$ cat src/rtl/pov_col_sched_if.sv
// pov_col_sched_if: host write handshake, column RAM control port and
// display status for the POV column scheduler.
// master = scheduler side, slave = host / RAM / LED side.
interface pov_col_sched_if #(
    parameter int AW = 8
);
    logic          wr_req;
    logic [AW-1:0] wr_addr;
    logic          wr_ack;
    logic [AW-1:0] ram_addr;
    logic          ram_we;
    logic          ram_re;
    logic          col_strobe;
    logic          blank;
    logic          running;

    modport master (
        input  wr_req, wr_addr,
        output wr_ack, ram_addr, ram_we, ram_re, col_strobe, blank, running
    );

    modport slave (
        output wr_req, wr_addr,
        input  wr_ack, ram_addr, ram_we, ram_re, col_strobe, blank, running
    );
endinterface

$ cat src/rtl/pov_col_sched.sv
// pov_col_sched: spreads NCOL column reads evenly over one rotor revolution
// using the measured hall period, and shares the single RAM port with host
// column writes (display reads win, writes fill the free slots).
// Optional build macro POV_REV_DIR_EN: reversed rotor, columns read NCOL-1..0.
module pov_col_sched #(
    parameter int            NCOL       = 160,
    parameter int            AW         = 8,
    parameter int            PW         = 24,
    parameter logic [PW-1:0] MAX_PERIOD = 24'hFFFFFF
) (
    input  logic            clk,
    input  logic            reset,
    input  logic            hall,
    pov_col_sched_if.master bus
);
    localparam logic [1:0] WAIT1 = 2'd0;
    localparam logic [1:0] MEAS  = 2'd1;
    localparam logic [1:0] RUN   = 2'd2;

    localparam logic [AW-1:0] COL_LAST = AW'(NCOL - 1);
    localparam logic [AW:0]   COL_NUM  = (AW+1)'(NCOL);
    localparam logic [PW-1:0] MIN_PER  = PW'(2 * NCOL);
    localparam logic [PW:0]   STEP     = (PW+1)'(NCOL);

    logic          hall_q;
    logic          hall_edge;
    logic [PW-1:0] per_cnt;
    logic [PW-1:0] period;
    logic [PW-1:0] new_per;
    logic          per_ok;
    logic          stall;
    logic [1:0]    state;
    logic [1:0]    state_nx;
    logic          resync;
    logic          run_step;
    logic [AW-1:0] col;
    logic [PW:0]   acc;
    logic [PW:0]   acc_nx;
    logic          step_ovf;
    logic          rd_pend;
    logic [AW-1:0] disp_addr;

    assign hall_edge = hall & ~hall_q;
    assign new_per   = per_cnt + 1'b1;
    assign per_ok    = (new_per >= MIN_PER);
    // An edge restarts the period count, so it never counts as a stall.
    assign stall     = (per_cnt == MAX_PERIOD) && !hall_edge;

    // Bresenham-style column pacing: NCOL steps per 'period' cycles.
    assign acc_nx    = acc + STEP;
    assign step_ovf  = (acc_nx >= {1'b0, period});

`ifdef POV_REV_DIR_EN
    assign disp_addr = COL_LAST - col;
`else
    assign disp_addr = col;
`endif

    // Hall edge detector register.
    always_ff @(posedge clk) begin
        if (reset) hall_q <= 1'b0;
        else       hall_q <= hall;
    end

    // Period counter: restarts on each index, saturates at the stall limit.
    always_ff @(posedge clk) begin
        if (reset) begin
            per_cnt <= '0;
            period  <= '0;
        end else if (hall_edge) begin
            per_cnt <= '0;
            period  <= new_per;
        end else if (per_cnt != MAX_PERIOD) begin
            per_cnt <= per_cnt + 1'b1;
        end
    end

    // Next state: a stall drops to WAIT1 from anywhere; edges advance.
    always_comb begin
        state_nx = state;
        if (stall) begin
            state_nx = WAIT1;
        end else if (hall_edge) begin
            case (state)
                WAIT1:   state_nx = MEAS;
                MEAS:    state_nx = per_ok ? RUN : MEAS;
                RUN:     state_nx = per_ok ? RUN : MEAS;
                default: state_nx = WAIT1;
            endcase
        end
    end

    // State register.
    always_ff @(posedge clk) begin
        if (reset) state <= WAIT1;
        else       state <= state_nx;
    end

    assign resync   = hall_edge && (state_nx == RUN);
    assign run_step = (state == RUN) && !hall_edge && !stall;

    // Column stepping. rd_pend lives for one cycle only, because the arbiter
    // serves it unconditionally; leaving RUN therefore drops it implicitly.
    always_ff @(posedge clk) begin
        if (reset) begin
            col     <= '0;
            acc     <= '0;
            rd_pend <= 1'b0;
        end else if (resync) begin
            col     <= '0;
            acc     <= '0;
            rd_pend <= 1'b1;
        end else if (run_step) begin
            rd_pend <= 1'b0;
            if (step_ovf) begin
                acc <= acc_nx - {1'b0, period};
                // Past the last column, overflows are swallowed until the
                // next index so a slowing rotor never wraps the image.
                if (col != COL_LAST) begin
                    col     <= col + 1'b1;
                    rd_pend <= 1'b1;
                end
            end else begin
                acc <= acc_nx;
            end
        end else begin
            rd_pend <= 1'b0;
        end
    end

    // RAM port arbiter: display read first, then a host write not already
    // granted last cycle. Out-of-range writes are acked but not performed.
    always_ff @(posedge clk) begin
        if (reset) begin
            bus.ram_addr   <= '0;
            bus.ram_we     <= 1'b0;
            bus.ram_re     <= 1'b0;
            bus.col_strobe <= 1'b0;
            bus.wr_ack     <= 1'b0;
        end else if (rd_pend) begin
            bus.ram_addr   <= disp_addr;
            bus.ram_we     <= 1'b0;
            bus.ram_re     <= 1'b1;
            bus.col_strobe <= 1'b1;
            bus.wr_ack     <= 1'b0;
        end else if (bus.wr_req && !bus.wr_ack) begin
            bus.ram_re     <= 1'b0;
            bus.col_strobe <= 1'b0;
            bus.wr_ack     <= 1'b1;
            if ({1'b0, bus.wr_addr} < COL_NUM) begin
                bus.ram_we   <= 1'b1;
                bus.ram_addr <= bus.wr_addr;
            end else begin
                bus.ram_we   <= 1'b0;
            end
        end else begin
            bus.ram_we     <= 1'b0;
            bus.ram_re     <= 1'b0;
            bus.col_strobe <= 1'b0;
            bus.wr_ack     <= 1'b0;
        end
    end

    assign bus.blank   = (state != RUN);
    assign bus.running = (state == RUN);

endmodule

$ cat src/flat_wrapper.sv
// flat-port wrapper written by rule: the top's interface ports become plain ports
module pov_col_sched_flat 
#(
    parameter int            NCOL       = 160,
    parameter int            AW         = 8,
    parameter int            PW         = 24,
    parameter logic [PW-1:0] MAX_PERIOD = 24'hFFFFFF
)
  (clk, reset, hall, bus_wr_req, bus_wr_addr, bus_wr_ack, bus_ram_addr, bus_ram_we, bus_ram_re, bus_col_strobe, bus_blank, bus_running);
  pov_col_sched_if #(.AW(AW)) bus_i ();
  input  logic clk;
  input  logic reset;
  input  logic hall;
  input wire logic [$bits(bus_i.wr_req)-1:0] bus_wr_req;
  input wire logic [$bits(bus_i.wr_addr)-1:0] bus_wr_addr;
  output wire logic [$bits(bus_i.wr_ack)-1:0] bus_wr_ack;
  output wire logic [$bits(bus_i.ram_addr)-1:0] bus_ram_addr;
  output wire logic [$bits(bus_i.ram_we)-1:0] bus_ram_we;
  output wire logic [$bits(bus_i.ram_re)-1:0] bus_ram_re;
  output wire logic [$bits(bus_i.col_strobe)-1:0] bus_col_strobe;
  output wire logic [$bits(bus_i.blank)-1:0] bus_blank;
  output wire logic [$bits(bus_i.running)-1:0] bus_running;
  assign bus_i.wr_req = bus_wr_req;
  assign bus_i.wr_addr = bus_wr_addr;
  assign bus_wr_ack = bus_i.wr_ack;
  assign bus_ram_addr = bus_i.ram_addr;
  assign bus_ram_we = bus_i.ram_we;
  assign bus_ram_re = bus_i.ram_re;
  assign bus_col_strobe = bus_i.col_strobe;
  assign bus_blank = bus_i.blank;
  assign bus_running = bus_i.running;
  pov_col_sched #(.NCOL(NCOL), .AW(AW), .PW(PW), .MAX_PERIOD(MAX_PERIOD)) u_core (.clk(clk), .reset(reset), .hall(hall), .bus(bus_i));
endmodule
$ cat config.mk
export PLATFORM = sky130hd
export DESIGN_NAME = pov_col_sched_flat
export DESIGN_NICKNAME = d
export VERILOG_FILES = /design/src/rtl/pov_col_sched_if.sv /design/src/rtl/pov_col_sched.sv /design/src/flat_wrapper.sv
export SDC_FILE = /design/constraint.sdc
export NUM_CORES = 1
export LEC_CHECK = 0
export ABC_CLOCK_PERIOD_IN_PS = 3900
export BUFFER_PORTS_ARGS = -buffer_cell sky130_fd_sc_hd__buf_2
export CORE_MARGIN = 2
export CORE_UTILIZATION = 30
export DETAILED_ROUTE_END_ITERATION = 8
export GPL_TIMING_DRIVEN = 0
export PLACE_DENSITY = 0.41
export SYNTH_ARGS = -nofsm -noshare
export SYNTH_HDL_FRONTEND = slang
export SYNTH_SLANG_ARGS = --single-unit
$ cat constraint.sdc
create_clock -name clk -period 3.9 [get_ports clk]
set_input_delay 0.39 -clock clk [delete_from_list [all_inputs] [get_ports clk]]
set_output_delay 0.39 -clock clk [all_outputs]
set_load 0.005 [all_outputs]
== Word level (Yosys, flattened, before mapping) ==
Cells that the tools add are included.

* Flip-flop bits (word level): 96
* Input port bits: 12
* Output and inout bits: 14
* Logic and storage cells: 61

* $add $sub $neg: 4
* Order comparisons: 3
* Equality and inequality tests: 7
* Mux-type cells: 15
* Bitwise logic cells: 3
* Reduce and logical (&&, ||, !) cells: 18

{| class="wikitable"
|+ Operators by type and width
! kind !! count
|-
| adder 25 x 8 -> 25 bit (second input constant) || 1
|-
| greater-or-equal comparator 25 x 24 -> 1 bit || 1
|-
| 2-to-1 mux 25 bit || 1
|-
| subtractor 25 x 24 -> 25 bit || 1
|-
| adder 24 x 1 -> 24 bit (second input constant) || 1
|-
| equality test 24 bit (second input constant) || 1
|-
| greater-or-equal comparator 24 x 9 -> 1 bit (second input constant) || 1
|-
| 2-to-1 mux 8 bit || 3
|-
| != test 24 bit (second input constant) || 1
|-
| adder 8 x 1 -> 8 bit (second input constant) || 1
|-
| < comparator 8 bit (second input constant) || 1
|-
| != test 8 bit (second input constant) || 1
|-
| OR reduction 2 bit || 4
|-
| 2-to-1 mux 1 bit || 7
|-
| 2-to-1 mux 2 bit || 3
|-
| logical AND 1 bit || 5
|-
| equality test 2 bit (second input constant) || 2
|-
| one-hot mux 2 bit (2 select lines) || 1
|-
| nonzero test 2 bit || 2
|-
| zero test 1 bit || 3
|-
| AND reduction 3 bit || 1
|-
| OR reduction 3 bit || 1
|-
| equality test 2 x 1 -> 1 bit (second input constant) || 1
|-
| zero test 2 bit || 1
|-
| other kinds (4) || 5
|}

== Longest topological paths before layout ==
Gate-level depths: netlist of the first run.

* Word-level depth: 9
* Gate-level depth with buffers: 16
* Depth with buffers taken out: 14

== Worst setup path before layout of the first run ==
No wires, ideal clock.

* Path type: register to register
* From: register u_core.acc[8]
* To: register u_core.acc[5]
* Library setup time: 128 ps
* Arrival time: 3430 ps
* Data required time: 3772 ps
* Setup slack: 342 ps
* Cell stages (with the launch flop): 16
* Path buffers: 1
* Period minus slack after synthesis: 3558 ps
* Cells stage by stage: dfxtp_1 nand3_1 o21bai_1 nor3_1 nand3_1 xnor2_1 ha_1 nand3_1 nor2_1 a41oi_1 nand3b_1 nor2_2 nand2_1 clkbuf_1 a211oi_1 a211oi_2

* Longest elaborated chain between the ends: 3

{| class="wikitable"
|+ RTL lines
! element !! RTL line !! RTL
|-
| start, declared || pov_col_sched.sv:37 || <nowiki>logic [PW:0] acc;</nowiki>
|-
| start signal, assigned || pov_col_sched.sv:116 || <nowiki>acc <= acc_nx - {1'b0, period};</nowiki>
|-
| start signal, assigned || pov_col_sched.sv:124 || <nowiki>acc <= acc_nx;</nowiki>
|-
| adder 25 x 8 -> 25 bit || pov_col_sched.sv:50 || <nowiki>assign acc_nx = acc + STEP;</nowiki>
|-
| greater-or-equal comparator 25 x 24 -> 1 bit || pov_col_sched.sv:51 || <nowiki>assign step_ovf = (acc_nx >= {1'b0, period});</nowiki>
|-
| 2-to-1 mux 25 bit || pov_col_sched.sv:115 || <nowiki>if (step_ovf) begin</nowiki>
|}

No other way between the ends.
A chain may end at the register's enable or synchronous reset.

== Worst setup path after layout of the first run ==
* From: register u_core.acc[8]
* To: register u_core.acc[17]

* Longest elaborated chain between the ends: 3
* Elaborated cells between the ends (all ways): 4
* Those cells by class: 2 x add/sub; 1 x order compare; 1 x mux

{| class="wikitable"
|+ RTL lines
! element !! RTL line
|-
| adder 25 x 8 -> 25 bit * || pov_col_sched.sv:50
|-
| subtractor 25 x 24 -> 25 bit / greater-or-equal comparator 25 x 24 -> 1 bit (equally long branches) || pov_col_sched.sv:116, pov_col_sched.sv:51
|-
| 2-to-1 mux 25 bit * || pov_col_sched.sv:115
|}

Every way passes the cells marked *; elsewhere a longest branch is shown, timed or not.

==> out/results.ini, run 1 <==
[route]
dr.pass1.iters=5
via_per_inst=5.233
finalWirelength_um=18030
drt_drc_violations_left=0
detail-route-antenna-nets=0
via_count=5641
drt-initial-drc-count=275
avgRoutedWirePerCell_um=16.72

[power_and_ir_drop]
vdd_drop_max_mv=0.1891
static-leakage-power_nw=2.635
p_per_area_nw_per_um2=283.1

[timing]
tightestPinTransition_ns=0.7204
max_freq_ghz=0.2710
final-hold-violation-count=0
max_slew_margin_pct=51.97
grt_setup_unrepaired=no
setup_total_negative_slack_ns=0
final.period_utilization_pct=94.62
worst_skew_ns=0.01003
period_needed_ns=3.690
setup-violations-final=0
final_max_slew_viol_count=0

[setup_path]
startpoint_type=flip-flop
worstSetupPathType=flip-flop to flip-flop
setup.worst_path.end_class=flip-flop
worst_path_arrival_ns=3.90
worstPathMaxFanout=9
cp_data_required_time_ns=4.11

[logic_synthesis]
ys_ff_latch=96
synthesized_instance_count=756
synth_commonest_cells=sky130_fd_sc_hd__dfxtp_1, sky130_fd_sc_hd__a21oi_1, sky130_fd_sc_hd__nor2_1
dominantRegCellSynth=sky130_fd_sc_hd__dfxtp_1
yosys.cell_count.top_type=sky130_fd_sc_hd__dfxtp_1
synth-edff-count=0
ys_top_cells_by_area=sky130_fd_sc_hd__dfxtp_1, sky130_fd_sc_hd__xnor2_1, sky130_fd_sc_hd__ha_1
avgSynthCellArea_um2=8.057
netlist_area_before_placement_um2=6091
synth_sequential_area_ratio_pct=31.55
synth_async_sr_flop_share_pct=0
synth_top_cell_area_share_pct=31.55
synth_nets=799
ys.warnings.count=0
synth.lib_cells_used.distinct=64
synth_largest_area_cell=sky130_fd_sc_hd__dfxtp_1

[global_route]
grt_first_pass_wirelength_um=29060
grt_use_total_pct=17.12
number_of_global_route_vias_before_repair=5418
maximum_number_of_pins_on_one_net_before_global_route_repair=18
grt_overflow_total=0
initial_antenna_violation_count=0

[floorplan]
start_util_pct=30.30
core.rowCount=52
floorplan.die.width_um=146.5
design.portCount=26
placeableCoreArea_um2=20100
die_height_um=146.5
die_area_um2=21460

[hold_path]
hold_path.class=primary input to flip-flop

[final_layout]
syn2layout_area_growth_pct=17.54
fill_cells=2089
fraction_of_layout_cells_with_a_size_suffix_above_1_pct=13.99
finalInstanceArea_um2=7159
ant_diodes=0
fin_nets=846

[cts]
cts.path.max_buffers=2
cts.reportedPaths.clkPinSlew_ns=0.08
holdBufCountCts=0
clkSinkCount=96
cts.htree.levels=3
clkLatencyLatePin_ns=0.36
cts-buffers-inserted=9
root_buffer=sky130_fd_sc_hd__clkbuf_16
tritoncts=yes

[placement]
detailed_place.area_um2=6549
detailedPlacementHpwl_um=13660
io_buffer_count=24
finalWeightedCongestion=0.8388

[status]
outcome=completed

[flow_run]
max_cap_violations=0

[final cells by class]
cell class / count / area [um^2] / share of cell area (%)
clock inverter: 6 / 53.80 / 0.7515
multi-input combinational: 583 / 4026 / 56.24
timing repair buffer: 40 / 252.7 / 3.530
buffer: 35 / 173.9 / 2.429
tap: 270 / 337.8 / 4.719
sequential: 96 / 1933 / 27.00
inverter: 38 / 142.6 / 1.992
clock buffer: 10 / 239.0 / 3.338
[per-stage QoR]
stage                     util (%)  instances  hold WS, ns  total power [mW]  setup WS (ns)
after floorplan                  -        756       0.4291             1.106         0.3419
after global placement       32.57       1050       0.4214             1.145         -1.227
after detailed placement     32.57       1050       0.4400             1.145         -1.209
after CTS                    35.10       1074       0.2936             2.044       0.005429
after global routing         35.61       1078       0.3011             2.106       0.006433
final                        35.61       1078       0.3079             2.027         0.2099
[power by group]
part	internal (mW)	switching (mW)	leakage [nW]
sequential	0.990	0.00878	0.780
combinational	0.0512	0.0760	1.72
clock	0.459	0.441	0.138
[cell families after synthesis]
kind of cell	share of synthesized area [%]
buffers and inverters	5.177
multiplexers	2.794
AO/OA/AOI/OAI	23.09
XOR/XNOR	8.772
AND/OR/NAND/NOR	22.12
adder cells (fa/ha/maj)	6.491
flip-flops	31.55
[per-layer routing]
| layer | part of all wire [%] | wire (um) | vias to the layer above | GRT usage (%) |
|---|---|---|---|---|
| li1 | - | - | 2841 | - |
| met1 | 47 | 8558 | 2672 | 22.86 |
| met2 | 47 | 8463 | 102 | 28.63 |
| met3 | 3.5 | 631 | 26 | 2.188 |
| met4 | 2.1 | 374 | 0 | 5.728 |
| met5 | 0 | 0 | - | 0 |
[critical path, cell delays in order (launching register included)]
cell and delay, ns:
sky130_fd_sc_hd__dfxtp_4 0.40, sky130_fd_sc_hd__nand3_4 0.12, sky130_fd_sc_hd__o21bai_4 0.23, sky130_fd_sc_hd__nor3_4 0.29, sky130_fd_sc_hd__buf_4 0.16, sky130_fd_sc_hd__nand3_1 0.08, sky130_fd_sc_hd__xnor2_1 0.23, sky130_fd_sc_hd__ha_2 0.36
sky130_fd_sc_hd__nand3_1 0.17, sky130_fd_sc_hd__nor2_4 0.05, sky130_fd_sc_hd__a41oi_2 0.23, sky130_fd_sc_hd__nand3b_1 0.20, sky130_fd_sc_hd__or2_1 0.28, sky130_fd_sc_hd__buf_6 0.15, sky130_fd_sc_hd__nor2_4 0.16, sky130_fd_sc_hd__buf_12 0.14
sky130_fd_sc_hd__mux2i_1 0.18, sky130_fd_sc_hd__a221oi_1 0.09
[worst paths after layout]
check	startpoint	to	slack (ns)	cells past startpoint
min reg2reg	u_core.bus.wr_ack	u_core.bus.wr_ack	0.46	1
max reg2reg	u_core.acc[8]	u_core.acc[17]	0.21	17
min	bus_wr_req	u_core.bus.wr_ack	0.31	2
max	u_core.acc[8]	u_core.acc[17]	0.21	17
[state kept, by name, summed over array words and instances (netlist names)]
signal and flops:
u_core.bus.ram_re 1, u_core.col 8, u_core.state 2, u_core.period 24, u_core.bus.ram_addr 8, u_core.bus.wr_ack 1, u_core.acc 25, u_core.hall_q 1
u_core.per_cnt 24, u_core.rd_pend 1, u_core.bus.ram_we 1
[cell usage in the layout, fill, tap and decap left out, types with 4 or more instances in the layout]
cell / synthesis / routed
sky130_fd_sc_hd__mux2i_1: 17 / 17
sky130_fd_sc_hd__or4_1: 5 / 5
sky130_fd_sc_hd__dfxtp_1: 96 / 89
sky130_fd_sc_hd__o21a_1: 4 / 4
sky130_fd_sc_hd__o31ai_1: 5 / 5
sky130_fd_sc_hd__nand3_1: 29 / 27
sky130_fd_sc_hd__o211ai_1: 9 / 9
sky130_fd_sc_hd__o31a_1: 4 / 4
sky130_fd_sc_hd__and4_1: 5 / 5
sky130_fd_sc_hd__inv_1: 38 / 38
sky130_fd_sc_hd__o21ai_1: 3 / 4
sky130_fd_sc_hd__nand2b_1: 10 / 10
sky130_fd_sc_hd__a211oi_1: 4 / 4
sky130_fd_sc_hd__nor4_1: 6 / 5
sky130_fd_sc_hd__xor2_1: 17 / 17
sky130_fd_sc_hd__nor3_1: 23 / 21
sky130_fd_sc_hd__and3_1: 11 / 11
sky130_fd_sc_hd__nand4_1: 22 / 22
sky130_fd_sc_hd__o22ai_1: 23 / 23
sky130_fd_sc_hd__a21oi_1: 73 / 71
sky130_fd_sc_hd__buf_6: 2 / 4
sky130_fd_sc_hd__nand2_1: 51 / 50
sky130_fd_sc_hd__and2_1: 4 / 4
sky130_fd_sc_hd__nor2b_1: 8 / 8
sky130_fd_sc_hd__ha_1: 30 / 28
sky130_fd_sc_hd__buf_4: 1 / 16
sky130_fd_sc_hd__dfxtp_2: 0 / 6
sky130_fd_sc_hd__nor2_1: 64 / 62
sky130_fd_sc_hd__a31oi_1: 16 / 15
sky130_fd_sc_hd__clkbuf_1: 27 / 22
sky130_fd_sc_hd__xnor2_1: 44 / 43
sky130_fd_sc_hd__or3_1: 7 / 7
sky130_fd_sc_hd__buf_2: 6 / 28
sky130_fd_sc_hd__clkbuf_16: 0 / 9
sky130_fd_sc_hd__a211oi_2: 10 / 10
sky130_fd_sc_hd__a21o_1: 7 / 7
sky130_fd_sc_hd__o21ai_0: 27 / 24
[repair_timing]
action,in CTS,in global routing
setup endpoints to repair,34,33
buffers inserted,10,6
resized for setup,32,18
pin swaps,8,7
Power figures use the tool's default switching activity.
==> inputs of run 2 (changes only) <==
- SETUP_SLACK_MARGIN: not set -> 0.3
==> out/results.ini, run 2 (synthesis results as in run 1) <==
[final_layout]
largest_reg_flops=25
fin_nets=869
finalInstanceArea_um2=7508
reg.largest.list=u_core.acc x25, u_core.per_cnt x24, u_core.period x24
layout_commonest_cell=sky130_fd_sc_hd__dfxtp_1
syn2layout_area_growth_pct=23.27
regMostFlops=u_core.acc
layout.cells.most_common_list=sky130_fd_sc_hd__dfxtp_1, sky130_fd_sc_hd__a21oi_1, sky130_fd_sc_hd__nor2_1
layout.cells.non_filler=1101
fraction_of_layout_cells_with_a_size_suffix_above_1_pct=19.49
ant_diodes=0
final_util_pct=37.35

[timing]
max_freq_ghz=0.2799
final-hold-violation-count=0
tightestPinTransition_ns=0.7581
grt_setup_unrepaired=yes
hold_ws_ns=0.3081
max_slew_margin_pct=49.46
setup-violations-final=0
worst_skew_ns=0.01249
final_max_slew_viol_count=0
period_needed_ns=3.572
final.period_utilization_pct=91.59

[placement]
detailed_place.area_um2=6549
placed_cells=1050
io_buffer_count=24
detailedPlacementHpwl_um=13660
finalWeightedCongestion=0.8388

[cts]
clkSinkCount=96
root_buffer=sky130_fd_sc_hd__clkbuf_16
cts-buffers-inserted=9
clkLatencyLatePin_ns=0.36
holdBufCountCts=0
cts.path.max_buffers=2
cts.reportedPaths.clkPinSlew_ns=0.08
tritoncts=yes
cts.htree.levels=3

[global_route]
grtUsageMet2_pct=28.89
grt_util_met1_pct=23.01
number_of_global_route_vias_before_repair=5468
grt_use_total_pct=17.23
grt_overflow_total=0
global_route.usage.met3_pct=2.156
maximum_number_of_pins_on_one_net_before_global_route_repair=18
grt-busiest-layer=met2
grt_first_pass_wirelength_um=29260
initial_antenna_violation_count=0

[status]
outcome=completed

[setup_path]
crit_slowest_cell=sky130_fd_sc_hd__dfxtp_2
setup.worst_path.end_class=flip-flop
r2r_start=u_core.acc[10]
rr_worst_depth=16
cp_data_required_time_ns=4.20
worst_path_arrival_ns=3.87
worstReg2RegEnd=u_core.col[6]
worstPathMaxFanout=8
worstPathCellList=nand3_4 -> o21bai_4 -> nor3_4 -> nand4_1 -> xnor2_2 -> ha_4 -> nand4_1 -> nor2_4 -> a41oi_2 -> nand3b_1 -> or2_1 -> buf_6 -> o21ai_4 -> buf_6 -> or3_4 -> a21oi_2
startpoint_type=flip-flop
worstSetupPathType=flip-flop to flip-flop
cpPeakStageDelay_ns=0.37
reg_to_reg_slack_setup_ns=0.33

[hold_path]
holdCritStartpoint=bus_wr_req
hold_critical_path_depth=2
worst_hold_endpoint=u_core.bus.wr_ack
hold_path.class=primary input to flip-flop

[floorplan]
start_util_pct=30.30
placeableCoreArea_um2=20100
die_area_um2=21460
design.portCount=26
floorplan.die.width_um=146.5
die_height_um=146.5
core.rowCount=52

[route]
dr.pass1.iters=5
via_count=5782
drt_drc_violations_left=0
detail-route-antenna-nets=0
drt-initial-drc-count=257
finalWirelength_um=18660
avgRoutedWirePerCell_um=16.95
via_per_inst=5.252

[power_and_ir_drop]
static-leakage-power_nw=2.811
vdd_drop_max_mv=0.1881
p_per_area_nw_per_um2=270.0

[flow_run]
max_cap_violations=0

-- run 2: changes by cell type in the layout (fill, tap and decap cells not counted), sizes merged --
cell / previous run / this run
clkbuf: 33 / 37
buf: 52 / 71
-- run 2: power by group --
part           internal, mW  switching, mW  total, mW  leakage (nW)
Sequential            0.990        0.00878      0.999         0.781
Clock                 0.459          0.439      0.898         0.138
Combinational        0.0529         0.0778      0.131          1.89
Total                  1.50          0.526       2.03          2.81
-- run 2: cell type report --
class                      instances  area (um^2)
clock buffer                      10        239.0
tap                              270        337.8
sequential                        96         1939
multi-input combinational        583         4189
fill                            2061        12600
timing repair buffer              59        407.9
clock inverter                     6        53.80
buffer                            39        198.9
inverter                          38        142.6
-- run 2: metal layers --
layer	up-vias	wire (um)
met4	0	356
met2	104	8826
met1	2752	8952
li1	2898	-
met5	-	0
met3	28	528
-- run 2: worst max-delay path by stage --
stage / from / end / slack, ns / cells after the start
after floorplan: u_core.acc[8] / u_core.acc[5] / 0.34 / 15
after global placement: u_core.acc[8] / u_core.col[6] / -1.23 / 13
after detailed placement: u_core.acc[8] / u_core.col[6] / -1.21 / 13
after CTS: u_core.acc[11] / u_core.col[7] / 0.30 / 14
after global routing: u_core.acc[8] / u_core.col[1] / 0.21 / 16
final: u_core.acc[10] / u_core.col[6] / 0.33 / 16
-- run 2: per-stage QoR --
step | setup TNS [ns] | worst slack, ns | total power [mW]
floorplan | 0 | 0.3419 | 1.106
global placement | -32.73 | -1.227 | 1.145
detailed placement | -32.18 | -1.209 | 1.145
CTS | 0 | 0.3005 | 2.044
global route | 0 | 0.2127 | 2.109
finish | 0 | 0.3279 | 2.027
-- run 2: repair_timing --
| action | CTS | global route |
|---|---|---|
| pin swaps | 12 | 26 |
| buffers inserted | 18 | 16 |
| endpoints found under the setup margin | 34 | 34 |
| gates cloned | 0 | 1 |
| gates resized for setup | 52 | 42 |
-- run 2: critical path, delay by kind of cell, from the launching register on --
family                   cells  cell delay, ns
buffers and inverters        2            0.31
AO/OA/AOI/OAI                4            0.59
XOR/XNOR                     1            0.22
adder cells (fa/ha/maj)      1            0.29
flip-flops                   1            0.37
AND/OR/NAND/NOR              8            1.71
